### src/rtl/seg7_pkg.sv
// Shared constants for 7-segment display blocks: hex segment table (bit0 = a)
// and the digit-count helper used to size digit_sel.
package seg7_pkg;

    // Index 15 first; lowercase shapes for b and d.
    localparam logic [15:0][6:0] SEG_TABLE = {
        7'h71, 7'h79, 7'h5E, 7'h39, 7'h7C, 7'h77, 7'h6F, 7'h7F,
        7'h07, 7'h7D, 7'h6D, 7'h66, 7'h4F, 7'h5B, 7'h06, 7'h3F
    };

    localparam logic [6:0] SEG_OFF = 7'h00;

    function automatic int ndig(input int width);
        return (width + 3) / 4;
    endfunction

endpackage

### src/rtl/seg7_hex_decoder.sv
// Combinational hex nibble to 7-segment pattern (bit0 = a, active-high).
module seg7_hex_decoder
    import seg7_pkg::*;
(
    input  logic [3:0] nibble,
    output logic [6:0] seg
);

    assign seg = SEG_TABLE[nibble];

endmodule

### src/rtl/seg7_counter_display.sv
// Up/down modulo counter with a time-multiplexed hex display.
// Optional macro SEG7_COUNTER_DEBOUNCE_EN adds synchronised, debounced edge-triggered stepping.
module seg7_counter_display
    import seg7_pkg::*;
#(
    parameter  int WIDTH           = 3,
    parameter  int MODULUS         = 8,
    parameter  int SCAN_DIV        = 1024,
    parameter  int SEG_ACTIVE_LOW  = 0,
    parameter  int DEBOUNCE_CYCLES = 16,
    localparam int NDIG            = ndig(WIDTH)
) (
    input  logic             input_clock,
    input  logic             input_reset_n,
    input  logic             count_en,
    input  logic             count_up,
    input  logic             load,
    input  logic [WIDTH-1:0] load_value,
    output logic [WIDTH-1:0] count,
    output logic             wrap,
    output logic [6:0]       seg,
    output logic             dp,
    output logic [NDIG-1:0]  digit_sel
);

    // One extra bit so MODULUS == 2**WIDTH is representable.
    localparam logic [WIDTH:0]   MOD_W = (WIDTH+1)'(MODULUS);
    localparam logic [WIDTH:0]   MAX_W = MOD_W - (WIDTH+1)'(1);
    localparam logic [WIDTH-1:0] MAX   = MAX_W[WIDTH-1:0];
    localparam int               PW    = (SCAN_DIV > 1) ? $clog2(SCAN_DIV) : 1;
    localparam int               IW    = (NDIG > 1) ? $clog2(NDIG) : 1;
    localparam logic             POL   = (SEG_ACTIVE_LOW != 0);

    logic step_en;
    logic dir_up;

`ifdef SEG7_COUNTER_DEBOUNCE_EN
    localparam int DBW = (DEBOUNCE_CYCLES > 1) ? $clog2(DEBOUNCE_CYCLES) : 1;

    // Channel 0 = count_en, channel 1 = count_up.
    logic [1:0]          raw, sync_a, sync_b, filt;
    logic [1:0][DBW-1:0] stable_cnt;
    logic                en_filt_d;

    assign raw = {count_up, count_en};

    always_ff @(posedge input_clock or negedge input_reset_n) begin
        if (!input_reset_n) begin
            sync_a     <= '0;
            sync_b     <= '0;
            filt       <= '0;
            stable_cnt <= '0;
            en_filt_d  <= 1'b0;
        end else begin
            sync_a    <= raw;
            sync_b    <= sync_a;
            en_filt_d <= filt[0];
            for (int i = 0; i < 2; i++) begin
                if (sync_b[i] == filt[i]) begin
                    stable_cnt[i] <= '0;
                end else if (stable_cnt[i] == DBW'(DEBOUNCE_CYCLES - 1)) begin
                    filt[i]       <= sync_b[i];
                    stable_cnt[i] <= '0;
                end else begin
                    stable_cnt[i] <= stable_cnt[i] + DBW'(1);
                end
            end
        end
    end

    assign step_en = filt[0] & ~en_filt_d;
    assign dir_up  = filt[1];
`else
    logic unused_debounce;

    assign step_en         = count_en;
    assign dir_up          = count_up;
    assign unused_debounce = |DEBOUNCE_CYCLES;
`endif

    logic [WIDTH-1:0] count_next;
    logic             wrap_next;
    logic             heartbeat;

    always_comb begin
        count_next = count;
        wrap_next  = 1'b0;
        if (load) begin
            count_next = ({1'b0, load_value} > MAX_W) ? MAX : load_value;
        end else if (step_en) begin
            if (dir_up) begin
                if (count == MAX) begin
                    count_next = '0;
                    wrap_next  = 1'b1;
                end else begin
                    count_next = count + WIDTH'(1);
                end
            end else begin
                if (count == '0) begin
                    count_next = MAX;
                    wrap_next  = 1'b1;
                end else begin
                    count_next = count - WIDTH'(1);
                end
            end
        end
    end

    always_ff @(posedge input_clock or negedge input_reset_n) begin
        if (!input_reset_n) begin
            count     <= '0;
            wrap      <= 1'b0;
            heartbeat <= 1'b0;
        end else begin
            count     <= count_next;
            wrap      <= wrap_next;
            heartbeat <= heartbeat ^ wrap_next;
        end
    end

    logic [PW-1:0] prescaler;
    logic [IW-1:0] idx;

    always_ff @(posedge input_clock or negedge input_reset_n) begin
        if (!input_reset_n) begin
            prescaler <= '0;
            idx       <= '0;
        end else if (prescaler == PW'(SCAN_DIV - 1)) begin
            prescaler <= '0;
            idx       <= (idx == IW'(NDIG - 1)) ? '0 : idx + IW'(1);
        end else begin
            prescaler <= prescaler + PW'(1);
        end
    end

    // Nibble select and one-hot digit from the current scan index.
    logic [4*NDIG-1:0] padded;
    logic [3:0]        nibble;
    logic [NDIG-1:0]   sel_next;
    logic [6:0]        hex_seg;

    assign padded = (4*NDIG)'(count);

    always_comb begin
        nibble   = 4'h0;
        sel_next = '0;
        for (int d = 0; d < NDIG; d++) begin
            if (idx == IW'(d)) begin
                nibble      = padded[4*d +: 4];
                sel_next[d] = 1'b1;
            end
        end
    end

    seg7_hex_decoder u_hex_decoder (
        .nibble (nibble),
        .seg    (hex_seg)
    );

    always_ff @(posedge input_clock or negedge input_reset_n) begin
        if (!input_reset_n) begin
            seg       <= SEG_OFF ^ {7{POL}};
            dp        <= POL;
            digit_sel <= {NDIG{POL}};
        end else begin
            seg       <= hex_seg ^ {7{POL}};
            dp        <= ((idx == '0) ? heartbeat : 1'b0) ^ POL;
            digit_sel <= sel_next ^ {NDIG{POL}};
        end
    end

endmodule

### config.mk
export PLATFORM = sky130hd
export DESIGN_NAME = seg7_counter_display
export DESIGN_NICKNAME = d
export VERILOG_FILES = /design/src/rtl/seg7_pkg.sv /design/src/rtl/seg7_hex_decoder.sv /design/src/rtl/seg7_counter_display.sv
export SDC_FILE = /design/constraint.sdc
export NUM_CORES = 1
export LEC_CHECK = 0
export CORE_UTILIZATION = 45
export DETAILED_ROUTE_END_ITERATION = 10
export DONT_BUFFER_PORTS = 1
export GPL_TIMING_DRIVEN = 0
export PLACE_DENSITY = 0.57
export SLEW_MARGIN = 20
export SYNTH_ARGS = -nofsm -noshare
export SYNTH_HDL_FRONTEND = slang
export SYNTH_SLANG_ARGS = --single-unit
### constraint.sdc
create_clock -name input_clock -period 2.94 [get_ports input_clock]
set_input_delay 0.294 -clock input_clock [delete_from_list [all_inputs] [get_ports input_clock]]
set_output_delay 0.294 -clock input_clock [all_outputs]
set_load 0.01 [all_outputs]
==> summary.md <==
| Metric | Value |
|---|---|
| Count of nets after finishing | `83` |
| Count of antenna-violating nets left after detailed routing | `0` |
| Worst voltage drop across the vdd grid | `around 0.24 mV` |
| Clock slew seen by the registers of the worst setup and hold paths | `approximately 0.090 ns` |
| Final period demand of the worst path | `1.728 ns` |
| Fill count | `about 120` |
| Critical R2R Launch | `count[0]` |
| Maximum buffer depth of the clock tree | `2` |
| Cell area after synthesis | `666.9 um2` |
| Share of Yosys cell area claimed by the top area cell type | `a little over half` |
| TritonCTS clock tree | `built` |
| Mean post-synth cell area | `roughly 11 um2` |
| Overall Global Routing Usage | `between 10% and 20%` |
| Count of vias placed by the detailed router | `about 440` |
| Post-synth top area cell | `sky130_fd_sc_hd__dfrtp_1` |
| Horizontal die dimension | `a little over 40 um` |
| Count of pins over their slew limit | `0` |
| Worst-case register-to-register setup slack | `1.21 ns` |
| Layout-stage area growth over the synthesis result | `9.756%` |
| Latest clock arrival within the worst-skew pair | `between 0.2 and 0.3 ns` |
| Signal arrival time at the worst endpoint | `~1.9 ns` |
| DRC violation total after the first TritonRoute iteration | `5` |
| Critical path data required time | `3.15 ns` |
| Number of port buffers | `0` |
| Final hold vios | `0` |
| Htree depth | `1` |
| Type of the most critical hold path | `primary input to flop` |
| Worst clock skew | `about 0.0094 ns` |
| Slew at the pin closest to its max-slew limit | `0.6139 ns` |
| Cells after Synth | `about 60` |
| DR vias/cell | `between 5 and 6` |
| Count of different cell masters after synthesis | `19` |
| Total Wirelength | `965 um` |
| RSZ-0062 raised after global routing | `no` |
| Post-CTS Hold Fix Bufs | `1` |
| Maximum number of pins on one net before global-route repair | `15` |
| Maximum fanout encountered on the critical timing path | `9` |
| Number of global-route vias before repair | `roughly 340` |
| Total leakage power | `between 0.3 and 0.4 nW` |
| Core Footprint | `about 1300 um2` |
| Run status | `finished clean` |
| DPL Wire Length | `711.8 um` |
| DIE HEIGHT | `about 40 um` |
| WHS Path Cells | `1` |
| First-pass detailed-route iteration total | `4` |
| Number of setup violations in the final report | `0` |
| Number of non-filler instances in the completed layout | `81` |
| Setup Fix Bufs, Post-CTS | `0` |
| Remaining global-route overflow | `0` |
| Min-delay src | `load_value[1]` |
| Fmax | `roughly 0.58 GHz` |
| Final weighted congestion in routability-driven placement | `between 0.7 and 0.8` |
| Endpoint of the worst hold-timing path | `count[1]` |
| Die area | `1640 um2` |
| Cell total after placement | `76` |
| Cells resized by post-CTS repair | `0` |
| Flop and latch count out of synthesis | `14` |
| Hold Worst Slack | `~0.13 ns` |
| Initial antenna violation count | `0` |
| Starting Density | `50.00%` |
| IO Count | `21` |
| Setup TNS | `0 ns` |
| Total number of yosys warnings | `0` |
| Ratio of total power to cell area | `roughly 650 nW/um2` |
| Diode insertion count for antenna repair | `0` |
| Share of synthesized area occupied by flip-flops and latches | `about 53%` |
| WL/cell | `between 10 and 15 um` |
| DR DRC count | `0` |
| Placed Instance Area | `685.7 um2` |
| Element type at the critical path end | `flop` |
| Combined area of the multi-input logic cells | `between 200 and 300 um2` |
| Number of maximum-capacitance violations | `0` |
| Wire length of the first global-routing pass | `~1.5 mm` |
| Register area | `about 350 um2` |
| Destination of the worst register-to-register timing path | `heartbeat` |
| Reg2reg path depth | `5` |
| Row count | `13` |
| Number of sinks driven by the clock tree | `14` |
| Type of element launching the critical path | `flop` |
| Final cycle utilization of the critical path | `about three fifths` |
| Clock tree root driver cell | `sky130_fd_sc_hd__clkbuf_4` |
| Number of buffers created by CTS | `3` |
| Fraction of layout cells with a size suffix above 1 | `under 10%` |
| Syn Nets | `77` |
| Slew headroom | `about three fifths` |
| Layout Cell Area excl Fill | `732.0 um2` |
| Largest cells by area after synthesis | `sky130_fd_sc_hd__dfrtp_1, sky130_fd_sc_hd__ha_1, sky130_fd_sc_hd__a21oi_1` |
| Setup CP Type | `flop to flop` |
-- critical path, cell delays in order, from the launching register on --
cell,delay (ns)
sky130_fd_sc_hd__dfrtp_1,0.52
sky130_fd_sc_hd__inv_1,0.19
sky130_fd_sc_hd__ha_1,0.24
sky130_fd_sc_hd__or3b_1,0.38
sky130_fd_sc_hd__a21oi_2,0.18
sky130_fd_sc_hd__xor2_1,0.15
-- worst max path at each step --
stage | start | endpoint | slack, ns
floorplan | count[0] | heartbeat | 1.39
global placement | count[0] | count[1] | 1.21
detailed placement | count[0] | count[1] | 1.21
CTS | count[0] | count[1] | 1.19
global route | count[0] | heartbeat | 1.05
finish | count[0] | heartbeat | 1.21
-- sequential cells by signal, summed over array words and instances (netlist names) --
register and flops:
seg 7, dp 1, count 3, digit_sel 1, wrap 1, heartbeat 1
-- metrics by stage --
| step | setup slack, ns | power (W) | util [%] |
|---|---|---|---|
| finish | 1.212 | 0.0004761 | 54.88 |
| detailed placement | 1.208 | 0.0003417 | 51.41 |
| CTS | 1.190 | 0.0004828 | 54.88 |
| global route | 1.052 | 0.0005167 | 54.88 |
| global placement | 1.206 | 0.0003410 | 51.41 |
| floorplan | 1.386 | 0.0003257 | - |
-- Yosys cell counts --
master and n:
sky130_fd_sc_hd__conb_1 1, sky130_fd_sc_hd__dfrtp_1 14, sky130_fd_sc_hd__nand2b_1 5, sky130_fd_sc_hd__or3b_1 1, sky130_fd_sc_hd__nand2_1 3, sky130_fd_sc_hd__nor2_1 3
sky130_fd_sc_hd__a21oi_1 9, sky130_fd_sc_hd__o21ai_0 1, sky130_fd_sc_hd__xor2_1 1, sky130_fd_sc_hd__clkbuf_1 1, sky130_fd_sc_hd__ha_1 8, sky130_fd_sc_hd__o31a_1 1
sky130_fd_sc_hd__o31ai_1 2, sky130_fd_sc_hd__a21oi_2 1, sky130_fd_sc_hd__a221oi_1 1, sky130_fd_sc_hd__nor3_1 2, sky130_fd_sc_hd__nor2b_1 2, sky130_fd_sc_hd__inv_1 4
sky130_fd_sc_hd__a211o_1 1
-- layout by cell type, fill, tap and decap left out --
| cell type | n |
|---|---|
| sky130_fd_sc_hd__conb_1 | 1 |
| sky130_fd_sc_hd__o21ai_0 | 1 |
| sky130_fd_sc_hd__clkbuf_4 | 3 |
| sky130_fd_sc_hd__dfrtp_1 | 14 |
| sky130_fd_sc_hd__o31a_1 | 1 |
| sky130_fd_sc_hd__nand2_1 | 3 |
| sky130_fd_sc_hd__nand2b_1 | 5 |
| sky130_fd_sc_hd__xor2_1 | 1 |
| sky130_fd_sc_hd__nor2_1 | 3 |
| sky130_fd_sc_hd__ha_1 | 8 |
| sky130_fd_sc_hd__inv_1 | 4 |
| sky130_fd_sc_hd__nor2b_1 | 2 |
| sky130_fd_sc_hd__nor3_1 | 2 |
| sky130_fd_sc_hd__a221oi_1 | 1 |
| sky130_fd_sc_hd__o31ai_1 | 2 |
| sky130_fd_sc_hd__clkbuf_1 | 1 |
| sky130_fd_sc_hd__a21oi_2 | 1 |
| sky130_fd_sc_hd__or3b_1 | 1 |
| sky130_fd_sc_hd__a211o_1 | 1 |
| sky130_fd_sc_hd__dlygate4sd3_1 | 1 |
| sky130_fd_sc_hd__a21oi_1 | 9 |
| sky130_fd_sc_hd__clkbuf_8 | 1 |
-- cell type report --
type                    instances  area share (%)
clock buffers                   4           4.957
repair buffers                  1           1.368
flip-flops and latches         14           47.86
multi-input cells              42           40.68
inverters                       4           2.051
plain buffers                   1          0.5128
well taps                      15           2.564
-- where the power goes --
group	internal, W	total, W	switching (W)
clock network	0.0000753	0.000136	0.0000602
registers	0.000230	0.000270	0.0000398
logic	0.0000323	0.0000710	0.0000387
total	0.000337	0.000476	0.000139
-- routing by layer --
metal  global-route usage [%]  share of wire (%)  vias up
li1                         -                  -      217
met1                    19.60                 51      200
met2                    19.84                 41       19
met3                    6.667                6.5        2
met4                    7.500                1.6        0
met5                        0                  0        -
-- logic make-up after synthesis --
logic type,synth area share (%)
AO/OA/AOI/OAI,15.01
AND/OR/NAND/NOR,12.76
flip-flops,52.53
adder cells (fa/ha/maj),15.01
buffers and inverters,2.813
XOR/XNOR,1.314
other,0.5623
No activity file was read; power rests on OpenSTA's default activity.
